$ cat src/rtl/ucsbece154a_imem_loader_pkg.sv
// Shared constants for the instruction loader: kind codes, RV32I opcodes, forced funct3
// values, FSM encoding and the field bundle layout used by the packer.
package ucsbece154a_imem_loader_pkg;

  typedef enum logic [2:0] {
    K_LW   = 3'd0,
    K_SW   = 3'd1,
    K_R    = 3'd2,
    K_BEQ  = 3'd3,
    K_IALU = 3'd4,
    K_JAL  = 3'd5,
    K_LUI  = 3'd6,
    K_ILL  = 3'd7
  } kind_t;

  // Opcodes match the ones the main decoder recognises.
  localparam logic [6:0] OP_LW   = 7'b0000011;
  localparam logic [6:0] OP_SW   = 7'b0100011;
  localparam logic [6:0] OP_R    = 7'b0110011;
  localparam logic [6:0] OP_BEQ  = 7'b1100011;
  localparam logic [6:0] OP_IALU = 7'b0010011;
  localparam logic [6:0] OP_JAL  = 7'b1101111;
  localparam logic [6:0] OP_LUI  = 7'b0110111;

  localparam logic [2:0] F3_LW  = 3'b010;
  localparam logic [2:0] F3_SW  = 3'b010;
  localparam logic [2:0] F3_BEQ = 3'b000;

  typedef enum logic [2:0] {
    S_IDLE   = 3'd0,
    S_ACCEPT = 3'd1,
    S_WRITE  = 3'd2,
    S_VERIFY = 3'd3,
    S_DONE   = 3'd4
  } state_t;

  typedef struct packed {
    kind_t       kind;
    logic [4:0]  rd;
    logic [4:0]  rs1;
    logic [4:0]  rs2;
    logic [2:0]  funct3;
    logic        funct7b5;
    logic [31:0] imm;
  } fields_t;

  // True when v is the sign extension of its low w bits.
  function automatic logic fits_signed(input logic [31:0] v, input int w);
    logic ok;
    ok = 1'b1;
    for (int i = 0; i < 32; i++) begin
      if (i >= w && v[i] != v[w-1]) ok = 1'b0;
    end
    return ok;
  endfunction

endpackage

$ cat src/rtl/ucsbece154a_instr_pack.sv
// Combinational field-to-word packer for the RV32I subset the core executes; flags
// bundles whose immediate cannot be encoded or whose kind is not supported.
module ucsbece154a_instr_pack
  import ucsbece154a_imem_loader_pkg::*;
(
  input  fields_t     fields,
  output logic [31:0] word,
  output logic        illegal
);

  logic [31:0] imm;
  logic [4:0]  rd;
  logic [4:0]  rs1;
  logic [4:0]  rs2;

  assign imm = fields.imm;
  assign rd  = fields.rd;
  assign rs1 = fields.rs1;
  assign rs2 = fields.rs2;

  always_comb begin
    word    = 32'h0;
    illegal = 1'b0;
    case (fields.kind)
      K_LW: begin
        word    = {imm[11:0], rs1, F3_LW, rd, OP_LW};
        illegal = !fits_signed(imm, 12);
      end
      K_SW: begin
        word    = {imm[11:5], rs2, rs1, F3_SW, imm[4:0], OP_SW};
        illegal = !fits_signed(imm, 12);
      end
      K_R: begin
        word = {1'b0, fields.funct7b5, 5'b0, rs2, rs1, fields.funct3, rd, OP_R};
      end
      K_BEQ: begin
        // Branch offsets are in bytes; bit 0 is implied zero and never stored.
        word    = {imm[12], imm[10:5], rs2, rs1, F3_BEQ, imm[4:1], imm[11], OP_BEQ};
        illegal = !fits_signed(imm, 13) || imm[0];
      end
      K_IALU: begin
        word    = {imm[11:0], rs1, fields.funct3, rd, OP_IALU};
        illegal = !fits_signed(imm, 12);
      end
      K_JAL: begin
        word    = {imm[20], imm[10:1], imm[11], imm[19:12], rd, OP_JAL};
        illegal = !fits_signed(imm, 21) || imm[0];
      end
      K_LUI: begin
        word    = {imm[31:12], rd, OP_LUI};
        illegal = (imm[11:0] != 12'h0);
      end
      default: begin
        illegal = 1'b1;
      end
    endcase
  end

endmodule

$ cat src/rtl/ucsbece154a_imem_loader.sv
// Loads packed RV32I words into instruction memory, one accepted bundle per write slot.
// Optional read-back check of every written word is enabled by UCSBECE154A_LOADER_VERIFY_EN.
module ucsbece154a_imem_loader
  import ucsbece154a_imem_loader_pkg::*;
#(
  parameter logic [31:0] BASE_ADDR = 32'h0000_0000,
  parameter int          DEPTH     = 64
) (
  input  logic                     clk,
  input  logic                     reset,
  input  logic                     start_i,
  input  logic                     in_valid_i,
  output logic                     in_ready_o,
  input  logic [2:0]               kind_i,
  input  logic [4:0]               rd_i,
  input  logic [4:0]               rs1_i,
  input  logic [4:0]               rs2_i,
  input  logic [2:0]               funct3_i,
  input  logic                     funct7b5_i,
  input  logic [31:0]              imm_i,
  input  logic                     last_i,
  output logic                     mem_we_o,
  output logic [31:0]              mem_addr_o,
  output logic [31:0]              mem_wd_o,
  output logic                     busy_o,
  output logic                     done_o,
  output logic                     err_o,
  output logic [$clog2(DEPTH):0]   count_o
`ifdef UCSBECE154A_LOADER_VERIFY_EN
  ,
  input  logic [31:0]              mem_rd_i,
  output logic                     verr_o
`endif
);

  localparam int CW = $clog2(DEPTH) + 1;
  localparam logic [CW-1:0] DEPTH_C = CW'(DEPTH);

  state_t        state;
  fields_t       fields;
  logic [31:0]   word;
  logic          illegal;
  logic          last_q;
  logic          wr_q;
  logic [CW-1:0] cnt_next;
  logic          session_end;
  logic          adv;

  assign fields = '{
    kind:     kind_t'(kind_i),
    rd:       rd_i,
    rs1:      rs1_i,
    rs2:      rs2_i,
    funct3:   funct3_i,
    funct7b5: funct7b5_i,
    imm:      imm_i
  };

  ucsbece154a_instr_pack u_pack (
    .fields  (fields),
    .word    (word),
    .illegal (illegal)
  );

  // A rejected bundle still occupies a slot but leaves address and count untouched.
  assign cnt_next    = count_o + CW'(wr_q);
  assign session_end = last_q || (cnt_next == DEPTH_C);

`ifdef UCSBECE154A_LOADER_VERIFY_EN
  assign adv = (state == S_VERIFY) || ((state == S_WRITE) && !wr_q);
`else
  assign adv = (state == S_WRITE);
`endif

  always_ff @(posedge clk or posedge reset) begin
    if (reset) begin
      state      <= S_IDLE;
      in_ready_o <= 1'b0;
      mem_we_o   <= 1'b0;
      mem_addr_o <= BASE_ADDR;
      mem_wd_o   <= 32'h0;
      busy_o     <= 1'b0;
      done_o     <= 1'b0;
      err_o      <= 1'b0;
      count_o    <= '0;
      last_q     <= 1'b0;
      wr_q       <= 1'b0;
`ifdef UCSBECE154A_LOADER_VERIFY_EN
      verr_o     <= 1'b0;
`endif
    end else begin
      case (state)
        S_IDLE, S_DONE: begin
          if (start_i) begin
            state      <= S_ACCEPT;
            in_ready_o <= 1'b1;
            busy_o     <= 1'b1;
            done_o     <= 1'b0;
            mem_addr_o <= BASE_ADDR;
            count_o    <= '0;
          end
        end
        S_ACCEPT: begin
          if (in_valid_i) begin
            state      <= S_WRITE;
            in_ready_o <= 1'b0;
            last_q     <= last_i;
            wr_q       <= !illegal;
            mem_we_o   <= !illegal;
            if (illegal) err_o <= 1'b1;
            else         mem_wd_o <= word;
          end
        end
        S_WRITE: begin
          mem_we_o <= 1'b0;
`ifdef UCSBECE154A_LOADER_VERIFY_EN
          if (wr_q) state <= S_VERIFY;
`endif
        end
`ifdef UCSBECE154A_LOADER_VERIFY_EN
        S_VERIFY: begin
          // Memory read is combinational, so the word written last cycle is visible now.
          if (mem_rd_i != mem_wd_o) verr_o <= 1'b1;
        end
`endif
        default: begin
          state <= S_IDLE;
        end
      endcase

      if (adv) begin
        if (wr_q) begin
          mem_addr_o <= mem_addr_o + 32'd4;
          count_o    <= cnt_next;
        end
        if (session_end) begin
          state  <= S_DONE;
          busy_o <= 1'b0;
          done_o <= 1'b1;
        end else begin
          state      <= S_ACCEPT;
          in_ready_o <= 1'b1;
        end
      end
    end
  end

endmodule

$ cat config.mk
export PLATFORM = sky130hd
export DESIGN_NAME = ucsbece154a_imem_loader
export DESIGN_NICKNAME = d
export VERILOG_FILES = /design/src/rtl/ucsbece154a_imem_loader_pkg.sv /design/src/rtl/ucsbece154a_instr_pack.sv /design/src/rtl/ucsbece154a_imem_loader.sv
export SDC_FILE = /design/constraint.sdc
export NUM_CORES = 1
export LEC_CHECK = 0
export ABC_AREA = 1
export CORE_MARGIN = 2
export CORE_UTILIZATION = 52
export CTS_CLUSTER_DIAMETER = 100
export CTS_CLUSTER_SIZE = 25
export DETAILED_ROUTE_END_ITERATION = 10
export PLACE_DENSITY = 0.87
export SLEW_MARGIN = 30
export SYNTH_ARGS = -nofsm -noshare
export SYNTH_HDL_FRONTEND = slang
export SYNTH_SLANG_ARGS = --single-unit
$ cat constraint.sdc
create_clock -name clk -period 5 [get_ports clk]
set_input_delay 1.5 -clock clk [delete_from_list [all_inputs] [get_ports clk]]
set_output_delay 1.5 -clock clk [all_outputs]
set_load 0.01 [all_outputs]
---- After elaboration in Yosys (flattened, before gate mapping) ----
Cells that the tools add are included.
storage, ports and cells
  bits of input ports ..................... 59
  bits in registers ....................... 81
  word-level logic and storage cells ...... 181
  output and inout bits ................... 76
cells by class
  bitwise gates (word level) .............. 1
  $add $sub $neg .......................... 2
  muxes and demuxes ....................... 85
  reductions and logical operators ........ 19
  eq/ne operators ......................... 63
operators with widths
  cell                     number
  $pmux W32 S7             1
  $mux W32                 4
  $mux W1                  68
  $ne A1 B1 Y1             50
  $add A32 B3 Y32 const B  1
  $mux W7                  4
  $eq A3 B3 Y1 const B     4
  $mux W3                  4
  $reduce_bool A12 Y1      1
  $eq A3 B2 Y1 const B     3
  $add A7 B1 Y7            1
  $eq A7 B7 Y1 const B     1
  $pmux W1 S7              1
  $eq A3 B1 Y1 const B     2
  $logic_not A1 Y1         6
  $logic_not A3 Y1         2
  $ne A3 B3 Y1 const B     2
  $pmux W3 S2              1
  $reduce_and A2 Y1        3
  $reduce_and A3 Y1        2
  $pmux W1 S2              2
  $logic_or A1 B1 Y1       3
  $ne A2 B2 Y1 const B     1
  $reduce_bool A2 Y1       1
  other kinds (2)          2

---- Longest topological paths before layout ----
  word-level depth ........................ 27
  mapped depth ............................ 13
  depth with buffers taken out ............ 12

---- By module ----
From an unflattened synthesis, not the netlist that was laid out.
unflattened totals
  cell total of the unflattened synthesis .. 662
  area total of the unflattened synthesis .. 4,707.0 µm²
by module, submodules not included
  module                   sequential area each (µm²)  cells an instance  instances  area an instance (µm²)
  ucsbece154a_imem_loader  2,026.9                     463                1          3,827.4
  ucsbece154a_instr_pack   0.0                         199                1          879.6

---- Worst setup path after synthesis ----
No wires, ideal clock.
  path kind ............................... input port to flip-flop
  start point ............................. input imm_i[29]
  end point ............................... register mem_wd_o[2]
  library setup time ...................... 0.117 ns
  path slack .............................. 2.369 ns
  buffers on the path ..................... 1
  stages on the path ...................... 11
  arrival time ............................ 2.514 ns
  required time ........................... 4.883 ns
  cells stage by stage .................... nor2_1 > nand3_1 > nor2_1 > nand2_1 > nand2_1 > nand2_1 > a21oi_4 > nand3_4 > buf_6 > nand2_1 > nand2_1
between the ends
  longest elaborated chain between the ends .. 10
  elaborated cells on any way between the ends .. 27
  those cells by class .................... eq/ne: 3; mux: 15; bitwise: 1; reduce/logical: 8
RTL lines
  item                                          line                                                        source
  from (decl)                                   ucsbece154a_imem_loader.sv:20                               input logic [31:0] imm_i,
  $ne A1 B1 Y1                                  ucsbece154a_imem_loader_pkg.sv:52                           if (i >= w && v[i] != v[w-1]) ok = 1'b0;
  $mux W1 (3 in series)                         ucsbece154a_imem_loader_pkg.sv:52
  $mux W1                                       ucsbece154a_instr_pack.sv:24                                case (fields.kind)
  $logic_not A1 Y1, on equally long branches    ucsbece154a_instr_pack.sv:47, ucsbece154a_instr_pack.sv:39
  $logic_or A1 B1 Y1, on equally long branches  ucsbece154a_instr_pack.sv:47, ucsbece154a_instr_pack.sv:39
  $pmux W1 S7 *                                 ucsbece154a_instr_pack.sv:24
  $not A1 Y1 (no line) *                        --
  $reduce_and A3 Y1 (no line) *                 --
  to (signal assigned)                          ucsbece154a_imem_loader.sv:111                              else mem_wd_o <= word;
  to (decl)                                     ucsbece154a_imem_loader.sv:24                               output logic [31:0] mem_wd_o,
Every way passes the cells marked *; elsewhere a longest branch is shown, timed or not. The select of a mux whose other input is x is not followed.
A chain may end at the register's enable or synchronous reset.

---- Worst setup path in the final report ----
  start point ............................. input imm_i[12]
  end point ............................... register mem_wd_o[21]
between the ends
  longest elaborated chain between the ends .. 26
  elaborated cells on any way between the ends .. 71
  those cells by class .................... eq/ne: 20; mux: 44; bitwise: 1; reduce/logical: 6
RTL lines
  item                                                line                                                             source
  $ne A1 B1 Y1                                        ucsbece154a_imem_loader_pkg.sv:52
  $mux W1 (19 in series)                              ucsbece154a_imem_loader_pkg.sv:52
  $mux W1, on equally long branches                   ucsbece154a_imem_loader_pkg.sv:52, ucsbece154a_instr_pack.sv:24
  $mux W1 / $logic_not A1 Y1 (equally long branches)  ucsbece154a_instr_pack.sv:24, ucsbece154a_instr_pack.sv:39
  $logic_not A1 Y1 (tied with other cells)            ucsbece154a_instr_pack.sv:43                                     illegal = !fits_signed(imm, 12);
  $pmux W1 S7 *                                       ucsbece154a_instr_pack.sv:24
  $not A1 Y1 (no line) *                              --
  $reduce_and A3 Y1 (no line) *                       --
Marks and branches as above.

==> flow_metrics.env <==
export IMPL_synth_fa_ha_area_share_pct=0.8137
export IMPL_post_cts_buffers=0
export IMPL_clock_sinks=80
export IMPL_dpl_worst_slack_ps=1115
export IMPL_yosys_warnings=0
export IMPL_rows=34
export IMPL_clock_latency_ps=360
export IMPL_dp_hpwl_um=10340
export IMPL_rsz0062_at_grt="false"
export IMPL_max_vdd_ir_drop_v=0.0001898
export IMPL_grt_ovfl_total=0
export IMPL_holdPathEnd="mem_wd_o[18]"
export IMPL_synthSimpleGateAreaFrac_pct=34.99
export IMPL_synth_top_cell_area_share_pct=43.40
export IMPL_die_area_um2=9641
export IMPL_synthArstFlopShare_pct=100.0
export IMPL_synth_nets=690
export IMPL_ios=135
export IMPL_powerDensity_nw_per_um2=350.1
export IMPL_critPathMaxStageDelay_ps=540
export IMPL_whs_path_depth=2
export IMPL_finalInstanceArea_um2=6213
export IMPL_cp_arrival_ps=3720
export IMPL_totalWireLength_um=13270
export IMPL_leakage_nw=2.984
export IMPL_endpoint_kind="flop"
export IMPL_critical_path_cell_chain="clkdlybuf4s50_1 > nor2_1 > nand2_1 > nor2_1 > nand2_1 > nand2_1 > nand2_1 > a21oi_4 > nand3_4 > nand2_1 > nand2_1"
export IMPL_ys_types=38
export IMPL_whs_ps=478.3
export IMPL_syn2layout_area_growth_pct=34.69
export IMPL_cts_hold_buf=0
export IMPL_critPathRequiredTime_ps=5240
export IMPL_clkTransAtPathRegs_ps=90
export IMPL_fp_dieH_um=98.19
export IMPL_synth_compound_area_share_pct=9.981
export IMPL_synth_top_family_by_area="simple AND/OR/NAND/NOR gates"
export IMPL_hold_viol=0
export IMPL_relSlewSlack_pct=63.10
export IMPL_antenna_found_initial=0
export IMPL_clock_skew_ps=13.86
export IMPL_clock_path_buffers=2
export IMPL_cp_buffers_inverters=1
export IMPL_reg2reg_from="state[0]"
export IMPL_syn_area_per_cell_um2=7.346
export IMPL_period_needed_ps=3479
export IMPL_grt_max_degree=63
export IMPL_drv_slew=0
export IMPL_drc=0
export IMPL_first_global_vias=4539
export IMPL_synth_ff_type="dfrtp_1"
export IMPL_drt_first_pass_iters=5
export IMPL_grt_total_usage_pct=27.93
export IMPL_worst_pin_slew_ps=552.2
export IMPL_reg2reg_to="mem_addr_o[28]"
export IMPL_syn_area_um2=4613
export IMPL_critical_path_class="in -> reg"
export IMPL_fmax_mhz=287.5
export IMPL_timing_final_crit_share_pct=69.58
export IMPL_post_drt_via_cell_ratio=5.580
export IMPL_cts_tree="built"
export IMPL_start_util_pct=53.16
export IMPL_gp_congestion=0.9547
export IMPL_antenna_left=0
export IMPL_postSynthCellCount=628
export IMPL_r2r_setup_slack_ps=2740
export IMPL_die_x_um=98.19
export IMPL_placed_cell_area_um2=6005
export IMPL_status="completed"
export IMPL_crit_path_start_kind="input port"
export IMPL_htreeDepth=3
export IMPL_drt_first_iter_violations=270
export IMPL_critPathMostFrequentCell="nand2_1"
export IMPL_fin_nets=819
export IMPL_drive_gt1_share_pct=4.993
export IMPL_synth_seq_area_share_pct=43.40
export IMPL_cp_slowest_cell="clkdlybuf4s50_1"
export IMPL_setup_tns_final_ps=0
export IMPL_ys_ff_latch=80
export IMPL_cts_repair_resized=0
export IMPL_ctsRootBufferMaster="clkbuf_8"
export IMPL_cp_top_family="simple AND/OR/NAND/NOR gates"
export IMPL_n_antenna_cell=0
export IMPL_routedWlPerCell_um=15.27
export IMPL_yosys_area_top_type="dfrtp_1"
export IMPL_crit_fanout=32
export IMPL_synth_area_leaders="dfrtp_1, nand2_1, inv_1"
export IMPL_grt_pass1_wl_um=21780
export IMPL_max_cap_viol_count=0
export IMPL_min_from="mem_wd_o[18]"
export IMPL_port_buffers=134
export IMPL_worstHoldPathType="reg -> reg"
export IMPL_layout_setup_ws_ps=1521
export IMPL_setup_viol=0
export IMPL_vias=4849
export IMPL_reg2reg_depth=10
export IMPL_core_um2=8678
export IMPL_synth_mux_area_share_pct=0.4340
export IMPL_num_fill_cells=703
export IMPL_synth_edf_count=0
export IMPL_cts_made_buffers=9
export IMPL_synth_xor_area_share_pct=1.139
## cells in the final DEF, fill, tap and decap left out, drive strengths merged, types with 3 or more instances in the layout
cell type,count
nand2,198
o221ai,3
inv,77
o21ai,48
nor2,47
a21oi,13
buf,5
ha,3
xor2,4
nand3,53
nor3,13
clkbuf,9
o211ai,4
clkinv,3
nand4,42
dfrtp,80
clkdlybuf4s50,134
o22ai,9
## where the power goes
| part | total (mW) | switching [mW] | internal (mW) |
|---|---|---|---|
| sequential | 0.884 | 0.0967 | 0.787 |
| combinational | 0.777 | 0.413 | 0.365 |
| clock | 0.514 | 0.237 | 0.277 |
## sequential cells by signal, indices dropped and copies added (netlist names)
name	count
mem_we_o	1
in_ready_o	1
last_q	1
busy_o	1
done_o	1
count_o	7
mem_wd_o	31
mem_addr_o	32
state	3
wr_q	1
err_o	1
## tightest hold or removal path: stages, from the launching register on
cell,delay (ps)
dfrtp_1,350
nand2_1,50
nand2_1,40
## cell type report
class                      instances  area [um2]  area share, %
timing repair buffer             139        1379          22.19
clock buffer                       9       123.9          1.994
clock inverter                     6       85.08          1.369
multi-input combinational        449        2191          35.26
tap                              108       135.1          2.175
sequential                        80        2002          32.22
inverter                          78       297.8          4.793
## cell usage after synthesis (2+ instances only)
master    instances
inv_1            73
buf_4             7
nand3_4           2
o22ai_1           9
o211ai_1          4
mux2i_1           2
nor3_1            9
nor2_2            2
buf_6             3
nand3_1          51
o221ai_1          3
nand2_1         196
nor2_1           44
inv_2             5
nor3_2            3
ha_1              3
xnor2_1           2
nand4_1          42
o21ai_1           3
a21oi_1          12
buf_2             5
o21ai_0          45
clkbuf_1          6
dfrtp_1          80
xor2_1            4
## cell families (layout without fill, tap and decap cells)
logic type,after synthesis,count (layout)
AOI/OAI and AO/OA,81,81
adders and majority gates,3,3
DFF,80,80
muxes,2,2
and+or+nand+nor,357,357
xor gates and xnor gates,6,6
buffers and inverters,99,232
## per-stage QoR
step / power (mW) / instances / utilization, %
after detailed placement: 1.673 / 854 / 69.19
after CTS: 2.179 / 869 / 71.60
after global placement: 1.645 / 854 / 69.15
after floorplan: 1.275 / 628 / -
final: 2.175 / 869 / 71.60
after global routing: 2.288 / 869 / 71.60
## worst max-delay path by stage
stage	start	end	slack, ps	depth (start not counted)
after floorplan	reset	busy_o	1450	1
after CTS	imm_i[12]	mem_wd_o[21]	1500	11
after detailed placement	imm_i[12]	mem_wd_o[14]	1120	11
after global placement	imm_i[12]	mem_wd_o[9]	1180	11
after global routing	imm_i[12]	mem_wd_o[21]	1280	11
final	imm_i[12]	mem_wd_o[21]	1520	11
## per-layer routing
metal / GRT usage [%] / share of wire [%]
met3: 5.655 / 7.3
met4: 8.430 / 2.0
met2: 48.84 / 50
met5: 0 / 0
met1: 35.06 / 40
No activity file was read; power rests on OpenSTA's default activity.
